$ cat config.mk
export PLATFORM = sky130hd
export DESIGN_NAME = spi_tx_serializer
export DESIGN_NICKNAME = d
export VERILOG_FILES = /design/src/rtl/spi_pkg.sv /design/src/rtl/spi_clk_div.sv /design/src/rtl/spi_tx_serializer.sv
export SDC_FILE = /design/constraint.sdc
export NUM_CORES = 1
export LEC_CHECK = 0
export BUFFER_PORTS_ARGS = -buffer_cell sky130_fd_sc_hd__buf_2
export CORE_ASPECT_RATIO = 0.5
export CORE_MARGIN = 2
export CORE_UTILIZATION = 40
export DETAILED_ROUTE_END_ITERATION = 8
export PLACE_DENSITY_LB_ADDON = 0.15
export SLEW_MARGIN = 15
export SYNTH_ARGS = -nofsm -noshare
export SYNTH_HDL_FRONTEND = slang
export SYNTH_SLANG_ARGS = --single-unit
export TNS_END_PERCENT = 10
$ cat constraint.sdc
create_clock -name Clock -period 3.3 [get_ports Clock]
set_clock_uncertainty 0.2 [all_clocks]
set_input_delay 0 -clock Clock [delete_from_list [all_inputs] [get_ports Clock]]
set_output_delay 0 -clock Clock [all_outputs]
set_load 0.02 [all_outputs]
$ cat src/rtl/spi_pkg.sv
// Shared types and constants for the SPI transmit serializer.
// Optional receive capture is enabled by defining SPI_RX_CAPTURE_EN.
package spi_pkg;

    localparam int SPI_FIFOWIDTH         = 32;
    localparam int SPI_DIVWIDTH          = 8;
    localparam int SPI_WORDLEN_ZERO_BITS = 32;

    // Mode constants are {Cpol, Cpha}
    localparam logic [1:0] SPI_MODE0 = 2'b00;
    localparam logic [1:0] SPI_MODE1 = 2'b01;
    localparam logic [1:0] SPI_MODE2 = 2'b10;
    localparam logic [1:0] SPI_MODE3 = 2'b11;

    typedef enum logic [2:0] {
        ST_IDLE  = 3'd0,
        ST_FETCH = 3'd1,
        ST_LOAD  = 3'd2,
        ST_SETUP = 3'd3,
        ST_SHIFT = 3'd4,
        ST_HOLD  = 3'd5,
        ST_GAP   = 3'd6
    } spi_state_t;

    function automatic logic [5:0] word_bits(input logic [4:0] word_len);
        return (word_len == 5'd0) ? 6'(SPI_WORDLEN_ZERO_BITS) : {1'b0, word_len};
    endfunction

endpackage

$ cat src/rtl/spi_clk_div.sv
// Loadable down-counter: one-cycle tick every div+1 cycles, restarting on load.
module spi_clk_div #(
    parameter int DIVWIDTH = 8
) (
    input  logic                Clock,
    input  logic                Reset,
    input  logic                load,
    input  logic [DIVWIDTH-1:0] div,
    output logic                tick
);

    logic [DIVWIDTH-1:0] cnt_reg;
    logic [DIVWIDTH-1:0] cnt_next;

    always_comb begin
        cnt_next = cnt_reg;
        tick     = 1'b0;
        if (load) begin
            cnt_next = div;
        end else if (cnt_reg == '0) begin
            cnt_next = div;
            tick     = 1'b1;
        end else begin
            cnt_next = cnt_reg - DIVWIDTH'(1);
        end
    end

    always_ff @(posedge Clock or negedge Reset) begin
        if (!Reset) begin
            cnt_reg <= '0;
        end else begin
            cnt_reg <= cnt_next;
        end
    end

endmodule

$ cat src/rtl/spi_tx_serializer.sv
// Pops words from the TX FIFO and shifts them MSB-first onto SCLK/MOSI with SsN framing.
// Define SPI_RX_CAPTURE_EN to capture Miso into RxData.
module spi_tx_serializer
    import spi_pkg::*;
#(
    parameter int FIFOWIDTH = SPI_FIFOWIDTH,
    parameter int DIVWIDTH  = SPI_DIVWIDTH
) (
    input  logic                 Clock,
    input  logic                 Reset,
    input  logic                 Enable,
    input  logic                 Cpol,
    input  logic                 Cpha,
    input  logic [DIVWIDTH-1:0]  BaudDiv,
    input  logic [4:0]           WordLen,
    input  logic                 FifoEmpty,
    input  logic [FIFOWIDTH-1:0] FifoData,
    output logic                 FifoRead,
    input  logic                 Miso,
    output logic                 Sclk,
    output logic                 Mosi,
    output logic                 SsN,
    output logic                 Busy,
    output logic                 TxDone,
    output logic [FIFOWIDTH-1:0] RxData,
    output logic                 RxValid
);

    spi_state_t state_reg, state_next;

    logic                 cpol_reg;
    logic                 cpha_reg;
    logic [DIVWIDTH-1:0]  div_reg;
    logic [5:0]           nbits_reg;
    logic [6:0]           edge_reg, edge_next;
    logic [FIFOWIDTH-1:0] shift_reg, shift_next;
    logic                 sclk_reg, sclk_next;

    logic                 tick;
    logic                 div_load;
    logic [DIVWIDTH-1:0]  div_sel;
    logic [FIFOWIDTH-1:0] load_word;
    logic [6:0]           edge_num;
    logic                 leading;
    logic                 last_edge;
    logic                 shift_en;

    // The divider restarts in LOAD with the live BaudDiv, then reloads from the latched copy
    assign div_load = (state_reg == ST_LOAD);
    assign div_sel  = div_load ? BaudDiv : div_reg;

    spi_clk_div #(.DIVWIDTH(DIVWIDTH)) u_clk_div (
        .Clock (Clock),
        .Reset (Reset),
        .load  (div_load),
        .div   (div_sel),
        .tick  (tick)
    );

    assign load_word = FifoData << (FIFOWIDTH - int'(word_bits(WordLen)));
    assign edge_num  = edge_reg + 7'd1;
    assign leading   = edge_num[0];
    assign last_edge = (edge_num == {nbits_reg, 1'b0});
    // N-1 data changes per word: trailing edges bar the last, or leading edges bar the first
    assign shift_en  = cpha_reg ? (leading && (edge_num != 7'd1)) : (!leading && !last_edge);

    always_comb begin
        state_next = state_reg;
        sclk_next  = sclk_reg;
        shift_next = shift_reg;
        edge_next  = edge_reg;
        case (state_reg)
            ST_IDLE: begin
                sclk_next = Cpol;
                if (Enable && !FifoEmpty) state_next = ST_FETCH;
            end
            ST_FETCH: begin
                sclk_next  = Cpol;
                state_next = ST_LOAD;
            end
            ST_LOAD: begin
                sclk_next  = Cpol;
                shift_next = load_word;
                edge_next  = '0;
                state_next = ST_SETUP;
            end
            ST_SETUP: begin
                if (tick) state_next = ST_SHIFT;
            end
            ST_SHIFT: begin
                if (tick) begin
                    sclk_next = ~sclk_reg;
                    edge_next = edge_num;
                    if (shift_en) shift_next = shift_reg << 1;
                    if (last_edge) state_next = ST_HOLD;
                end
            end
            ST_HOLD: begin
                sclk_next = cpol_reg;
                if (tick) state_next = ST_GAP;
            end
            ST_GAP: begin
                if (tick) state_next = ST_IDLE;
            end
            default: state_next = ST_IDLE;
        endcase
    end

    always_ff @(posedge Clock or negedge Reset) begin
        if (!Reset) begin
            state_reg <= ST_IDLE;
            sclk_reg  <= 1'b0;
            shift_reg <= '0;
            edge_reg  <= '0;
        end else begin
            state_reg <= state_next;
            sclk_reg  <= sclk_next;
            shift_reg <= shift_next;
            edge_reg  <= edge_next;
        end
    end

    always_ff @(posedge Clock or negedge Reset) begin
        if (!Reset) begin
            cpol_reg  <= 1'b0;
            cpha_reg  <= 1'b0;
            div_reg   <= '0;
            nbits_reg <= '0;
        end else if (state_reg == ST_LOAD) begin
            cpol_reg  <= Cpol;
            cpha_reg  <= Cpha;
            div_reg   <= BaudDiv;
            nbits_reg <= word_bits(WordLen);
        end
    end

    assign FifoRead = (state_reg == ST_LOAD);
    assign Busy     = (state_reg != ST_IDLE);
    assign TxDone   = (state_reg == ST_HOLD) && tick;
    assign SsN      = !((state_reg == ST_SETUP) || (state_reg == ST_SHIFT) || (state_reg == ST_HOLD));
    assign Sclk     = sclk_reg;
    assign Mosi     = shift_reg[FIFOWIDTH-1];

`ifdef SPI_RX_CAPTURE_EN
    logic [FIFOWIDTH-1:0] rx_shift_reg, rx_shift_next;
    logic [FIFOWIDTH-1:0] rx_data_reg;
    logic                 sample_en;

    assign sample_en = cpha_reg ? !leading : leading;

    always_comb begin
        rx_shift_next = rx_shift_reg;
        if (state_reg == ST_LOAD) begin
            rx_shift_next = '0;
        end else if ((state_reg == ST_SHIFT) && tick && sample_en) begin
            rx_shift_next = {rx_shift_reg[FIFOWIDTH-2:0], Miso};
        end
    end

    // Edge 2N is the final edge, so every sample is in place when it occurs
    always_ff @(posedge Clock or negedge Reset) begin
        if (!Reset) begin
            rx_shift_reg <= '0;
            rx_data_reg  <= '0;
        end else begin
            rx_shift_reg <= rx_shift_next;
            if ((state_reg == ST_SHIFT) && tick && last_edge) rx_data_reg <= rx_shift_next;
        end
    end

    assign RxData  = rx_data_reg;
    assign RxValid = TxDone;
`else
    logic unused_miso;
    assign unused_miso = Miso;
    assign RxData      = '0;
    assign RxValid     = 1'b0;
`endif

endmodule
Word-level counts from Yosys, hierarchy flattened

Cells that the tools add are included.
W data, S select, Z words.

Shift operators: 1
Div/mod/pow operators: 0
Add/sub/neg operators: 3
Bitwise gates (word level): 1
Multiply operators: 0
Magnitude comparators: 0
Reductions and logical operators: 21
Mux-type cells: 21
Equality and inequality tests: 15

Operators by type and width:

| operator              | count |
|---|---|
| $mux W32              | 2 |
| $pmux W32 S2          | 1 |
| $shl A32 B32 Y32      | 1 |
| $mux W8               | 3 |
| $pmux W3 S7           | 1 |
| $mux W3               | 6 |
| $ne A2 B2 Y1 const B  | 7 |
| $pmux W7 S2           | 1 |
| $eq A3 B3 Y1 const B  | 3 |
| $logic_not A8 Y1      | 1 |
| $sub A8 B1 Y8 const B | 1 |
| $add A7 B1 Y7 const B | 1 |
| $eq A7 B7 Y1          | 1 |
| $mux W7               | 1 |
| $ne A7 B1 Y1 const B  | 1 |
| $sub A6 B6 Y7 const A | 1 |
| $eq A3 B2 Y1 const B  | 2 |
| $mux W6               | 1 |
| $reduce_and A6 Y1     | 1 |
| $reduce_bool A3 Y1    | 2 |
| $logic_not A5 Y1      | 1 |
| $logic_and A1 B1 Y1   | 4 |
| $logic_not A1 Y1      | 4 |
| $mux W1               | 4 |
| 9 further kinds       | 11 |

Logic and storage cells: 71
Memory bits (read-only): 0
Latch bits: 0
Bits in registers: 67
Output and inout port bits: 39
Memories: 0
RAM bits: 0
Bits of input ports: 52

Logic depth before layout (Yosys ltp)

Depth after elaboration: 8
Mapped depth: 13
Gate-level depth less buffers: 8

Cells and area by module

A second synthesis with hierarchy kept.

Cells, all modules: 635
Area, all modules: 5487.8 um^2

Modules (own cells, without submodules):

| module            | sequential area each (um^2) | area an instance (um^2) | cells each | instances |
|---|---|---|---|---|
| spi_tx_serializer | 1476.4                      | 4989.8                  | 586        | 1 |
| spi_clk_div       | 200.2                       | 498.0                   | 49         | 1 |

Worst setup path after synthesis

No wires, ideal clock.

Path kind: input-to-reg
Start point: input WordLen[0]
End point: register shift_reg[24]
Setup time: 127 ps
Path slack: 371 ps
Data required time: 2973 ps
Stages on the path: 11
Arrival time: 2602 ps
Path buffers: 3
Cells stage by stage: buf_2 > buf_2 > inv_1 > ha_1 > buf_2 > xnor2_1 > mux4_2 > nand2b_1 > o31ai_1 > o21ai_0 > mux2_1

Longest elaborated chain between the ends: 5

RTL lines:

| what                 | line                     | source |
|---|---|---|
| from (decl)          | spi_tx_serializer.sv:15  | `input logic [4:0] WordLen,` |
| $logic_not A5 Y1     | spi_pkg.sv:26            | `return (word_len == 5'd0) ? 6'(SPI_WORDLEN_ZERO_BITS) : {1'b0, word_len};` |
| $mux W6 *            | spi_pkg.sv:26            |  |
| $sub A6 B6 Y7 *      | spi_tx_serializer.sv:60  | `assign load_word = FifoData << (FIFOWIDTH - int'(word_bits(WordLen)));` |
| $shl A32 B32 Y32 *   | spi_tx_serializer.sv:60  |  |
| $pmux W32 S2 *       | spi_tx_serializer.sv:72  | `case (state_reg)` |
| to (signal assigned) | spi_tx_serializer.sv:118 | `shift_reg <= shift_next;` |
| to (decl)            | spi_tx_serializer.sv:36  | `logic [FIFOWIDTH-1:0] shift_reg, shift_next;` |

Mark *: on every way between the ends. The rest lies on a longest branch, timed or not.
A chain may end at the register's enable or synchronous reset.

Worst setup path after layout

Start point: input WordLen[1]
End point: register shift_reg[22]

Same word-level chain as after synthesis.

==> metrics.csv <==
stage;metric;value;unit
critical_path;start_kind;input pin;
routing;ant_nets;0;
clocking;cts.reportedPaths.clkPinSlew;0.06;ns
floorplan;die_area;15000;µm²
routing;vias;4809;
pwr;ir_drop;0.378;mV
timing;worst_slew_pin_slew;1.06;ns
clocking;cts_tree;yes;
grt;grt_first_pass_wirelength;23.2;mm
finish;n_antenna_cell;0;
grt;grt_overflow_total;0;
critical_path;worst_ep_required_time;3.31;ns
timing;setup_tns;0;ns
synthesis;synth_edf_count;0;
timing;whs;0.0519;ns
clocking;clockRootBuffer;clkbuf_16;
synthesis;synthCells;615;
placement;hpwlAfterDp;10.2;mm
finish;mostFrequentLayoutCells;nand2_1, dfrtp_1, buf_2;
pwr;p_leak;0.00289;µW
synthesis;yosysSeqAreaShare;0.300;
routing;vias_per_cell;5.49;
placement;gp_congestion;0.835;
floorplan;dieWidth;171;µm
timing;report.final.slew_viol_count;0;
routing;drc;0;
floorplan;coreArea;13600;µm²
finish;regArea;1680;µm²
finish;fin_nets;736;
routing;wire_per_inst;16.3;µm
critical_path;worstPathArrival;3.11;ns
floorplan;dieHeight;87.5;µm
finish;area_growth;15.3;%
timing;timing.final.crit_share;0.940;
pwr;power_density;625;nW/µm²
pwr;fin_total_pwr;4020;µW
routing;drtPass1Iterations;6;
clocking;cts_buffers;9;
finish;fill_cells;1339;
job;cap_violations;0;
finish;drive_gt1_frac;0.216;
clocking;cts_sinks;67;
grt;antenna_found_initial;0;
timing;finalHoldViolations;0;
clocking;clk_path_buf_depth;2;
critical_path;slowest_delay;0.83;ns
critical_path;critPathKind;input pin to flop;
floorplan;initial_core_util;0.411;
timing;finalSetupViolations;0;
synthesis;avgSynthCellArea;9.07;µm²
timing;min_period;3.10;ns
synthesis;synth_warnings;0;
grt;track_usage;0.200;
timing;fmax;0.322;GHz
finish;layout_commonest_cell;nand2_1;
synthesis;synth_cell_type_count;72;
timing;slew_headroom;0.287;
clocking;clock_latency;0.33;ns
synthesis;synthArstFlopShare;1.00;
critical_path;worstPathMaxFanout;11;
finish;multi_input_area;3490;µm²
critical_path;cp-end-kind;flop;
status;outcome;complete, no violations;
synthesis;mappedNetlistArea;5580;µm²
clocking;htreeDepth;3;
grt;grt_pass1_vias;4456;
finish;final_core_util;0.473;
worst_hold_path;hold_path_class;input pin to asynchronous set/reset pin;
routing;drt_first_iter_violations;419;
timing;rsz0062_at_grt;no;
synthesis;synth_seq_cells;67;
floorplan;pin_count;91;
synthesis;synth_flop_cell;dfrtp_1;
floorplan;rows;30;
routing;routed_wl;14.3;mm
clocking;postCtsSetupBuffers;0;
grt;grt_max_degree;43;
placement;numPortBuffers;56;
finish;largest_register_ffs;32;
critical_path;crit_chain;dlygate4sd3_1, buf_2, inv_1, ha_1, nor3b_2, xnor2_1, nor3_2, o2bb2ai_1, a221o_1, mux2_1;
critical_path;critical-path-slowest-cell;xnor2_1;
per-stage QoR:
stage                     cells  area [µm²]  setup slack [ns]
after global routing        876        6430            0.0252
after CTS                   876        6430             0.254
after floorplan             647        5700             0.371
after detailed placement    840        5940             0.409
final                       876        6430             0.198
after global placement      840        5940             0.414
worst max-delay path, delay by kind of cell:
kind | cells | cell delay, ns
XOR/XNOR | 1 | 0.83
AO/OA/AOI/OAI | 2 | 0.49
buffers and inverters | 3 | 0.70
AND/OR/NAND/NOR | 2 | 0.50
adder cells (fa/ha/maj) | 1 | 0.28
multiplexers | 1 | 0.29
metal layers:
metal / GRT usage / part of all wire / vias up
met5: 0 / 0 / -
met4: 0.0547 / 0.0089 / 0
met3: 0.0486 / 0.054 / 8
met2: 0.317 / 0.45 / 165
met1: 0.273 / 0.49 / 2312
li1: - / - / 2324
cell usage after synthesis, drive strengths merged (3+ instances only):
master,n,share of area
nand2,78,0.053
dfrtp,67,0.30
buf,59,0.072
mux2,50,0.10
mux2i,45,0.081
o21ai,37,0.036
nor2,33,0.022
a21oi,19,0.017
clkbuf,19,0.013
inv,18,0.012
nand3,16,0.016
o22ai,13,0.015
xnor2,10,0.016
nor3,9,0.0099
o211ai,9,0.012
o221ai,9,0.014
a211oi,8,0.011
nand2b,8,0.0090
a22o,7,0.011
mux4,7,0.028
xor2,7,0.016
a221o,5,0.0090
a22oi,5,0.0067
ha,5,0.011
or3,5,0.0056
nand3b,4,0.0054
nand4,4,0.0045
nor2b,4,0.0045
nor3b,4,0.0081
and3,3,0.0034
o2111ai,3,0.0047
o21a,3,0.0040
o31ai,3,0.0040
o41ai,3,0.0047
or2,3,0.0034
or4,3,0.0047
what timing repair did:
action / 4_1_cts / 5_1_grt
hold endpoints to repair: 93 / 0
hold buffers: 20 / 0
resized for setup: 0 / 0
power breakdown:
| group | internal [µW] | switching, µW |
|---|---|---|
| registers | 1170 | 259 |
| logic | 736 | 906 |
| clock network | 583 | 368 |
| total | 2490 | 1530 |
kinds of logic after synthesis:
kind of cell,synth area share
mux,0.210
simple gates,0.159
buf+inv,0.0969
flops,0.300
other cells,0.000672
compound gates,0.191
fa+ha+maj,0.0112
xor+xnor,0.0314
final timing paths:
check                                             to  cells after the start                    start  slack [ns]
min reg2reg                     cpol_reg$_DFFE_PN0P_                      2     cpol_reg$_DFFE_PN0P_        0.28
max reg2reg                shift_reg[28]$_DFFE_PN0P_                      9  edge_reg[0]$_DFFE_PN0P_        0.37
min in group Clock              div_reg[5]$_DFF_PN0_                      4               BaudDiv[5]        0.22
max                        shift_reg[22]$_DFFE_PN0P_                     10               WordLen[1]        0.20
min                        shift_reg[26]$_DFFE_PN0P_                      3                    Reset        0.05
max in group asynchronous  shift_reg[22]$_DFFE_PN0P_                      3                    Reset        2.01
cell type report:
class	count	area share
clock buffers	9	0.0350
clock inverters	7	0.0105
inverters	18	0.0105
multi-input cells	484	0.543
flip-flops and latches	67	0.261
well taps	192	0.0373
repair buffers	99	0.103
Note: power is estimated with default switching activity, not from simulation.
